**src/rtl/hex_ctrl_pkg.sv**
```systemverilog
// Shared types for the seven-segment display control path: digit/display words and the arbiter state encoding.
// Pure declarations: no logic, no latency, no flow control.
package hex_ctrl_pkg;

  localparam int N_DIGITS = 8;

  typedef logic [3:0] digit_t;
  typedef digit_t [N_DIGITS-1:0] disp_t;

  typedef enum logic [1:0] {
    IDLE = 2'd0,
    OWN  = 2'd1,
    GAP  = 2'd2
  } arb_state_t;

endpackage

```
**src/rtl/hex_disp_arbiter_rr_pick.sv**
```systemverilog
// Round-robin first-set search: lowest set req at or above rr_ptr, wrapping to 0.
// Combinational (zero latency); no flow control.
module rr_pick #(
  parameter int N  = 4,
  parameter int IW = (N > 1) ? $clog2(N) : 1
) (
  input  logic [N-1:0]  req,
  input  logic [IW-1:0] rr_ptr,
  output logic [IW-1:0] pick,
  output logic          any
);

  logic [IW-1:0] idx;

  // Walk offsets from farthest to nearest so the nearest set bit is the last written.
  always_comb begin
    pick = '0;
    any  = 1'b0;
    idx  = '0;
    for (int i = N - 1; i >= 0; i--) begin
      idx = IW'((int'(rr_ptr) + i) % N);
      if (req[idx]) begin
        pick = idx;
        any  = 1'b1;
      end
    end
  end

endmodule

```
**src/rtl/hex_disp_arbiter.sv**
```systemverilog
// Shares one 8-digit display among N_REQ clients: round-robin grant, time-slice preemption, 1-cycle blank gap, blink.
// Grant 1 cycle after req; display outputs registered 1 cycle after the owner's inputs; no backpressure (level req/grant).
module hex_disp_arbiter
  import hex_ctrl_pkg::*;
#(
  parameter int unsigned N_REQ     = 4,
  parameter logic [31:0] TIMESLICE = 32'd50_000_000,
  parameter logic [31:0] BLINK_DIV = 32'd25_000_000,
  localparam int unsigned IW       = $clog2(N_REQ)
) (
  input  logic                                     clk,
  input  logic                                     clr,
  input  logic [N_REQ-1:0]                         req,
  output logic [N_REQ-1:0]                         grant,
  input  logic [N_REQ-1:0][N_DIGITS-1:0]           req_en,
  input  logic [N_REQ-1:0][N_DIGITS-1:0][3:0]      req_display,
  input  logic [N_REQ-1:0][N_DIGITS-1:0]           req_dots,
  input  logic [N_REQ-1:0][N_DIGITS-1:0]           req_blink,
  output logic [N_DIGITS-1:0]                      en,
  output logic [N_DIGITS-1:0][3:0]                 display,
  output logic [N_DIGITS-1:0]                      dots,
  output logic [IW-1:0]                            owner_id,
  output logic                                     owner_valid
);

  localparam logic [N_REQ-1:0] ONE = N_REQ'(1);

  arb_state_t            state_q;
  logic [N_REQ-1:0]      grant_q;
  logic [IW-1:0]         owner_id_q;
  logic                  owner_valid_q;
  logic [N_DIGITS-1:0]   en_q;
  logic [N_DIGITS-1:0]   dots_q;
  disp_t                 display_q;
  logic [IW-1:0]         rr_ptr_q;
  logic [31:0]           slice_cnt_q;

  logic [31:0]           blink_cnt_q, blink_cnt_d;
  logic                  blink_phase_q, blink_phase_d;
  logic                  blink_wrap;

  logic [IW-1:0]         pick;
  logic                  any_req;
  logic [IW-1:0]         next_ptr;
  logic [N_REQ-1:0]      owner_oh;
  logic                  owner_req;
  logic                  others_req;
  logic                  slice_end;
  logic [N_DIGITS-1:0]   owner_en;

  rr_pick #(
    .N  (N_REQ),
    .IW (IW)
  ) u_rr_pick (
    .req    (req),
    .rr_ptr (rr_ptr_q),
    .pick   (pick),
    .any    (any_req)
  );

  always_comb begin
    next_ptr   = (pick == IW'(N_REQ - 1)) ? '0 : pick + IW'(1);
    owner_oh   = ONE << owner_id_q;
    owner_req  = req[owner_id_q];
    others_req = |(req & ~owner_oh);
    slice_end  = (TIMESLICE != 32'd0) && (slice_cnt_q == TIMESLICE - 32'd1);
    owner_en   = req_en[owner_id_q] & ~(req_blink[owner_id_q] & {N_DIGITS{blink_phase_q}});
  end

  // Blink timebase runs regardless of ownership so all clients see a common phase.
  always_comb begin
    blink_wrap    = (blink_cnt_q == BLINK_DIV - 32'd1);
    blink_cnt_d   = blink_wrap ? 32'd0 : blink_cnt_q + 32'd1;
    blink_phase_d = blink_phase_q ^ blink_wrap;
  end

  always_ff @(posedge clk) begin
    if (clr) begin
      blink_cnt_q   <= 32'd0;
      blink_phase_q <= 1'b0;
    end else begin
      blink_cnt_q   <= blink_cnt_d;
      blink_phase_q <= blink_phase_d;
    end
  end

  always_ff @(posedge clk) begin
    if (clr) begin
      state_q       <= IDLE;
      grant_q       <= '0;
      owner_id_q    <= '0;
      owner_valid_q <= 1'b0;
      en_q          <= '0;
      dots_q        <= '0;
      display_q     <= '0;
      rr_ptr_q      <= '0;
      slice_cnt_q   <= 32'd0;
    end else begin
      unique case (state_q)
        // GAP differs from IDLE only in having already blanked; both arbitrate on the current req.
        IDLE, GAP: begin
          en_q          <= '0;
          dots_q        <= '0;
          grant_q       <= '0;
          owner_valid_q <= 1'b0;
          if (any_req) begin
            state_q       <= OWN;
            grant_q       <= ONE << pick;
            owner_id_q    <= pick;
            owner_valid_q <= 1'b1;
            rr_ptr_q      <= next_ptr;
            slice_cnt_q   <= 32'd0;
          end else begin
            state_q <= IDLE;
          end
        end
        OWN: begin
          if (!owner_req || (slice_end && others_req)) begin
            state_q       <= GAP;
            grant_q       <= '0;
            owner_valid_q <= 1'b0;
            en_q          <= '0;
            dots_q        <= '0;
          end else begin
            display_q <= req_display[owner_id_q];
            dots_q    <= req_dots[owner_id_q];
            en_q      <= owner_en;
            if (TIMESLICE != 32'd0 && !slice_end) begin
              slice_cnt_q <= slice_cnt_q + 32'd1;
            end
          end
        end
        default: state_q <= IDLE;
      endcase
    end
  end

  assign grant       = grant_q;
  assign owner_id    = owner_id_q;
  assign owner_valid = owner_valid_q;
  assign en          = en_q;
  assign display     = display_q;
  assign dots        = dots_q;

  a_grant_onehot: assert property (@(posedge clk) disable iff (clr)
    $onehot0(grant_q) && (owner_valid_q == (grant_q != '0)));

  // A new grant may only go to a client that was requesting when it was decided.
  a_grant_to_requester: assert property (@(posedge clk) disable iff (clr)
    (state_q != OWN) |=> ((grant_q & $past(req)) == grant_q));

endmodule

```
**config.mk**
```make
export PLATFORM = sky130hd
export DESIGN_NAME = hex_disp_arbiter
export DESIGN_NICKNAME = d
export VERILOG_FILES = /design/src/rtl/hex_ctrl_pkg.sv /design/src/rtl/hex_disp_arbiter_rr_pick.sv /design/src/rtl/hex_disp_arbiter.sv
export SDC_FILE = /design/constraint.sdc
export NUM_CORES = 1
export LEC_CHECK = 0
export CORE_MARGIN = 4
export CORE_UTILIZATION = 46
export DETAILED_ROUTE_END_ITERATION = 10
export DONT_BUFFER_PORTS = 1
export GPL_ROUTABILITY_DRIVEN = 0
export PLACE_DENSITY = 0.64
export SLEW_MARGIN = 20
export SYNTH_ARGS = -nofsm -noshare
export SYNTH_HDL_FRONTEND = slang
export SYNTH_SLANG_ARGS = --single-unit
```
**constraint.sdc**
```tcl
create_clock -name clk -period 2.7 [get_ports clk]
set_clock_uncertainty 0.15 [all_clocks]
set_input_delay 0.27 -clock clk [delete_from_list [all_inputs] [get_ports clk]]
set_output_delay 0.27 -clock clk [all_outputs]
set_load 0.02 [all_outputs]
```
==> results of run 1 <==
metrics by stage:
step                      setup slack [ns]  util (%)  total power, mW
after floorplan                      0.341         -             2.60
after global placement               0.276      49.1             2.68
after detailed placement             0.194      49.1             2.70
after CTS                            0.172      53.6             5.08
after global routing               0.00443      53.7             5.25
final                                0.167      53.8             5.02
cell type report:
type	instances	area, um^2
antenna	7	17.5
clock buffer	26	510
clock inverter	6	105
fill	1292	6520
inverter	13	48.8
multi-input combinational	529	3990
sequential	124	2490
tap	180	225
timing repair buffer	21	195
critical path: stages (launching register included):
cell and delay [ns]:
dfxtp_1 0.34, ha_1 0.24, and3_1 0.27, nand4_2 0.16, nor4_4 0.06, buf_4 0.17
o21ai_1 0.68, o21ai_1 0.14, a22o_1 0.21
state kept, by name, summed over array words and instances (netlist names), 4 cells and up:
name         cells
slice_cnt_q     32
blink_cnt_q     32
dots             8
display         32
en               8
grant            4
layer usage:
layer / vias to the layer above / part of all wire, % / wire (um) / GRT usage, %
li1: 2623 / - / - / -
met1: 2691 / 36 / 7230 / 28.0
met2: 280 / 50 / 9910 / 38.8
met3: 56 / 11 / 2090 / 10.5
met4: 8 / 2.9 / 571 / 10.7
met5: - / 0.26 / 51 / 0
repair_timing:
action / CTS / global route
setup endpoints to repair: 0 / 1
hold endpoints to repair: 50 / 0
gates resized for setup: 0 / 1
hold buffers: 1 / 0
cell usage in the layout, fill, tap and decap left out, types with 11 or more instances in the layout:
cell type  instances
dfxtp_1          122
nand2_1          104
nor2_1            67
a21oi_1           63
mux4_2            57
o21ai_0           29
nand3_1           22
xor2_1            20
a22o_1            18
clkbuf_16         18
buf_4             18
nand4_1           17
xnor2_1           13
inv_1             13
and3_1            11
where the power goes:
part           leakage, nW  internal (mW)  switching, mW
registers             1.01           1.91          0.133
clock network        0.303           1.58          0.769
logic                 1.28          0.326          0.312
total                 2.59           3.81           1.21
kinds of logic after synthesis:
logic type | Yosys count | share of synthesized area [%]
AOI/OAI and AO/OA | 157 | 14.7
xor gates and xnor gates | 33 | 4.29
adders and majority gates | 6 | 1.11
buffers and inverters | 60 | 4.07
DFF | 124 | 36.8
muxes | 59 | 19.3
and+or+nand+nor | 274 | 19.6
path summary, 6_finish.rpt:
kind | endpoint | slack (ns) | cells past startpoint
max | slice_cnt_q[8] | 0.17 | 8
min reg2reg | blink_cnt_q[0] | 0.32 | 1
max reg2reg | slice_cnt_q[8] | 0.17 | 8
min | owner_id[0] | 0.04 | 2
==> impl_metrics.env, run 1 <==
export IMPL_critical_path_required_ns=2.85
export IMPL_post_cts_setup_buffer_count=0
export IMPL_grt_max_degree=59
export IMPL_routedWlPerCell_um=21.9
export IMPL_syn_area_per_cell_um2=9.45
export IMPL_finalCritPeriodShare_pct=93.8
export IMPL_dieWidth_um=129
export IMPL_hold_path_class="in -> reg"
export IMPL_slew_limit_headroom_pct=41.8
export IMPL_synth_warnings=0
export IMPL_hp_start="clr"
export IMPL_dp_hpwl_mm=15.2
export IMPL_dieArea_um2=16700
export IMPL_drt_pass1_iterations=5
export IMPL_areaGrowthSynthToFinish_pct=12.5
export IMPL_synth_nets=949
export IMPL_critPathMaxFanout=9
export IMPL_yosysUniqueCellTypes=60
export IMPL_ys_flop_type="dfxtp_1"
export IMPL_synth_common_cells="dfxtp_1 (124), nand2_1 (104), nor2_1 (67), a21oi_1 (63), mux4_2 (57)"
export IMPL_clk_pin_slew_ns=0.05
export IMPL_ioPinCount=285
export IMPL_h_tree_depth=4
export IMPL_finalInstanceArea_um2=7580
export IMPL_synth_top_cell_by_area="dfxtp_1"
export IMPL_synth_most_common_cell="dfxtp_1"
export IMPL_power_density_nw_per_um2=662
export IMPL_peakVddDrop_mv=0.453
export IMPL_outcome="completed"
export IMPL_place_inst=866
export IMPL_drtIter0Drc=417
export IMPL_worst_setup_path_start_kind="register"
export IMPL_finalHoldViolations=0
export IMPL_rsz0062_at_grt="no"
export IMPL_tightestPinTransition_ns=0.867
export IMPL_tns_ns=0
export IMPL_grt_total_usage_pct=24.1
export IMPL_clock_path_buffers=2
export IMPL_numCtsBuffers=17
export IMPL_ys_seq_elements=124
export IMPL_syn_area_um2=6740
export IMPL_endpoint_kind="register"
export IMPL_core_area_um2=14100
export IMPL_cap_violations=0
export IMPL_r2r_start="slice_cnt_q[0]"
export IMPL_insertion_delay_ns=0.41
export IMPL_drt_wl_total_mm=19.8
export IMPL_start_util_pct=47.8
export IMPL_ys_top_cells_by_area="dfxtp_1 (37%), mux4_2 (19%), nand2_1 (5.8%)"
export IMPL_die_height_um=129
export IMPL_drive_gt1_share_pct=16.6
export IMPL_synth_seq_area_share_pct=36.8
export IMPL_clock_sinks=124
export IMPL_arrival_ns=2.69
export IMPL_synth_edf_count=0
export IMPL_cts_tree="done"
export IMPL_layoutNonFillerInstCount=906
export IMPL_vias=5658
export IMPL_async_flop_share_pct=0
export IMPL_whs_ns=0.0372
export IMPL_detail_route_antenna_nets=0
export IMPL_netlist_area_leader_share_pct=36.8
export IMPL_post_route_drc_count=0
export IMPL_fin_crit_ns=2.53
export IMPL_port_buffers=0
export IMPL_grt_first_pass_wirelength_mm=31.1
export IMPL_antenna_found_initial=9
export IMPL_fmax_mhz=395
export IMPL_syn_inst=713
export IMPL_finalMaxSlewViolations=0
export IMPL_grt_overflow=0
export IMPL_first_global_vias=5633
export IMPL_placed_cell_area_um2=6920
export IMPL_nets=942
export IMPL_rows=43
export IMPL_critical_path_startpoint="slice_cnt_q[0]"
export IMPL_cts_root_buffer="clkbuf_16"
export IMPL_crit_type="reg -> reg"
export IMPL_vias_per_cell=6.25
export IMPL_p_leak_nw=2.59
export IMPL_setup_violations=0
Note: power is estimated with default switching activity, not from simulation.
==> run 2, diff against run 1 <==
CORE_UTILIZATION = 51   (was 46)
PLACE_DENSITY = 0.69   (was 0.64)
SYNTH_HIERARCHICAL = 1   (was not set)
==> run 2 against run 1 <==
Net effect: first-iteration DRC count is 5.5% higher; core utilization is 5.3 points higher; clock power rose by 3%; synthesized cell count is 1.5% lower; total power up 2.0%; flip-flop and latch count unchanged; largest cell class unchanged; highest routed layer unchanged; design area decreased by 0.92%; sequential share of layout area is 0.31 points higher; routed wire length up 1.9%; sequential power hardly changed; count of clock-buffer cells in the layout down 8; fmax up 1.9%.
==> impl_metrics.env, run 2 <==
export IMPL_outcome="completed"
export IMPL_grtUsageMet1_pct=32.7
export IMPL_layout_common_cells="dfxtp_1 (122), nand2_1 (100), nor2_1 (80)"
export IMPL_finalCritPeriodShare_pct=92.1
export IMPL_synth_common_cells="dfxtp_1 (124), nand2_1 (100), nor2_1 (80), a21oi_1 (56), mux4_2 (56)"
export IMPL_first_global_vias=5521
export IMPL_cap_violations=0
export IMPL_switchingPower_mw=1.34
export IMPL_detail_route_antenna_nets=0
export IMPL_routedWlPerCell_um=22.8
export IMPL_clock_sinks=124
export IMPL_grt_overflow=0
export IMPL_drt_wl_total_mm=20.2
export IMPL_vias_per_cell=6.37
export IMPL_layoutNonFillerInstCount=885
export IMPL_worst_path_max_delay_cell="or3_4"
export IMPL_tightestPinTransition_ns=0.928
export IMPL_ys_seq_elements=124
export IMPL_arrival_ns=2.64
export IMPL_p_comb_share_pct=13.0
export IMPL_core_area_um2=12700
export IMPL_netlist_area_leader_share_pct=37.0
export IMPL_rsz0062_at_grt="no"
export IMPL_finalMaxSlewViolations=0
export IMPL_peakVddDrop_mv=0.539
export IMPL_grt_first_pass_wirelength_mm=30.3
export IMPL_layout_commonest_cell="dfxtp_1"
export IMPL_synth_edf_count=0
export IMPL_p_leak_nw=2.43
export IMPL_holdPathStages=2
export IMPL_p_seq_share_pct=40.1
export IMPL_worst_setup_path_start_kind="register"
export IMPL_p_sw_share_pct=26.2
export IMPL_rr_worst_depth=7
export IMPL_synth_nets=938
export IMPL_insertion_delay_ns=0.43
export IMPL_crit_chain="nand4_1 -> or3_4 -> or3_4 -> o21a_1 -> buf_4 -> a22oi_1 -> nor2_1"
export IMPL_finalInstanceArea_um2=7510
export IMPL_h_tree_depth=4
export IMPL_p_int_mw=3.78
export IMPL_critPathMaxFanout=33
export IMPL_drtIter0Drc=440
export IMPL_start_util_pct=52.7
export IMPL_cpPeakStageDelay_ns=0.43
export IMPL_crit_type="reg -> reg"
export IMPL_syn_area_um2=6710
export IMPL_ys_flop_type="dfxtp_1"
export IMPL_critical_path_required_ns=2.85
export IMPL_place_inst=849
export IMPL_clk_pin_slew_ns=0.06
export IMPL_drive_gt1_share_pct=16.3
export IMPL_drt_pass1_iterations=5
export IMPL_synth_top_cell_by_area="dfxtp_1"
export IMPL_ioPinCount=285
export IMPL_port_buffers=0
export IMPL_post_cts_resize_count=0
export IMPL_synth_seq_area_share_pct=37.0
export IMPL_ys_top_cells_by_area="dfxtp_1 (37%), mux4_2 (19%), nand2_1 (5.6%)"
export IMPL_numCtsBuffers=17
export IMPL_synth_warnings=6
export IMPL_async_flop_share_pct=0
export IMPL_grt_total_usage_pct=26.6
export IMPL_vias=5636
export IMPL_yosysUniqueCellTypes=52
export IMPL_areaGrowthSynthToFinish_pct=12.0
export IMPL_slew_limit_headroom_pct=38.0
export IMPL_placed_cell_area_um2=6840
export IMPL_final_util_pct=59.0
export IMPL_dieWidth_um=123
export IMPL_dp_hpwl_mm=15.8
export IMPL_fmax_mhz=402
export IMPL_fillers=1138
export IMPL_grt_max_degree=58
export IMPL_rows=41
export IMPL_path_common_cell="or3_4"
export IMPL_grt_util_met3_pct=8.94
export IMPL_busiest_layer="met2"
export IMPL_p_clk_share_pct=46.9
export IMPL_clock_path_buffers=2
export IMPL_fin_crit_ns=2.49
export IMPL_cts_tree="done"
export IMPL_nets=934
export IMPL_die_height_um=123
export IMPL_finalHoldViolations=0
export IMPL_syn_inst=702
export IMPL_synth_most_common_cell="dfxtp_1"
export IMPL_syn_area_per_cell_um2=9.55
export IMPL_setup_violations=0
export IMPL_use_met2_pct=43.8
export IMPL_power_density_nw_per_um2=682
export IMPL_tns_ns=0
export IMPL_antenna_found_initial=7
export IMPL_cts_root_buffer="clkbuf_16"
export IMPL_post_route_drc_count=0
export IMPL_whs_ns=0.0253
export IMPL_hold_path_class="in -> reg"
export IMPL_dieArea_um2=15000
export IMPL_endpoint_kind="register"
==> run 2: cell types whose count changed after synthesis, sizes merged, moves of 6 or more <==
cell   change
o21ai     -15
nor2      +12
a22o      -11
or3       +11
a22oi      +9
xnor2      +9
a21oi      -8
a31oi      -6
xor2       +6
==> run 2: final timing paths <==
| check | slack, ns | start | endpoint |
|---|---|---|---|
| setup reg to reg | 0.21 | slice_cnt_q[20] | dots[5] |
| hold reg to reg | 0.34 | blink_cnt_q[0] | blink_cnt_q[0] |
| setup / recovery | 0.21 | slice_cnt_q[20] | dots[5] |
| hold / removal | 0.03 | clr | dots[0] |
==> run 2: per-stage QoR <==
step,worst slack (ns),power (mW)
after floorplan,0.479,2.63
after global placement,0.283,2.72
after detailed placement,0.242,2.74
after CTS,0.231,5.16
after global routing,0.0432,5.32
final,0.213,5.12
==> run 2: power groups by stage <==
stage	Sequential, mW	Combinational (mW)	Clock (mW)
floorplan	2.06	0.569	0
CTS	2.05	0.665	2.44
global route	2.06	0.726	2.53
global placement	2.09	0.624	0
detailed placement	2.09	0.643	0
finish	2.06	0.664	2.40
==> run 2: critical path, delay by kind of cell, from the launching register on <==
family / cells / cell delay, ns
buf+inv: 1 / 0.25
compound gates: 2 / 0.43
flops: 1 / 0.42
simple gates: 4 / 1.09
==> run 2: routing by layer <==
| metal | vias up | share of wire (%) |
|---|---|---|
| met1 | 2783 | 39 |
| met4 | 8 | 1.9 |
| met2 | 259 | 51 |
| li1 | 2543 | - |
| met3 | 43 | 8.1 |
| met5 | - | 0.27 |
==> run 2: cell type report <==
class | count | area, um^2 | share of cell area, %
diodes | 3 | 7.51 | 0.100
clock buffers | 18 | 429 | 5.71
clock inverters | 13 | 193 | 2.57
inverters | 8 | 30.0 | 0.400
multi-input cells | 527 | 3960 | 52.8
flip-flops and latches | 124 | 2490 | 33.1
well taps | 172 | 215 | 2.87
repair buffers | 20 | 185 | 2.47
==> run 2: cell families (layout without fill, tap and decap cells) <==
logic type,after synthesis,count (layout),share of synthesized area (%)
AOI/OAI and AO/OA,109,109,10.3
DFF,124,124,37.0
and+or+nand+nor,302,302,21.7
other,0,3,0
xor gates and xnor gates,48,48,6.27
muxes,62,62,19.7
buffers and inverters,51,59,3.86
adders and majority gates,6,6,1.12
==> run 2: what timing repair did <==
| item | CTS | global route |
|---|---|---|
| hold buffers | 2 | 0 |
| endpoints found under the hold margin | 57 | 0 |
| buffers inserted | 0 | 0 |
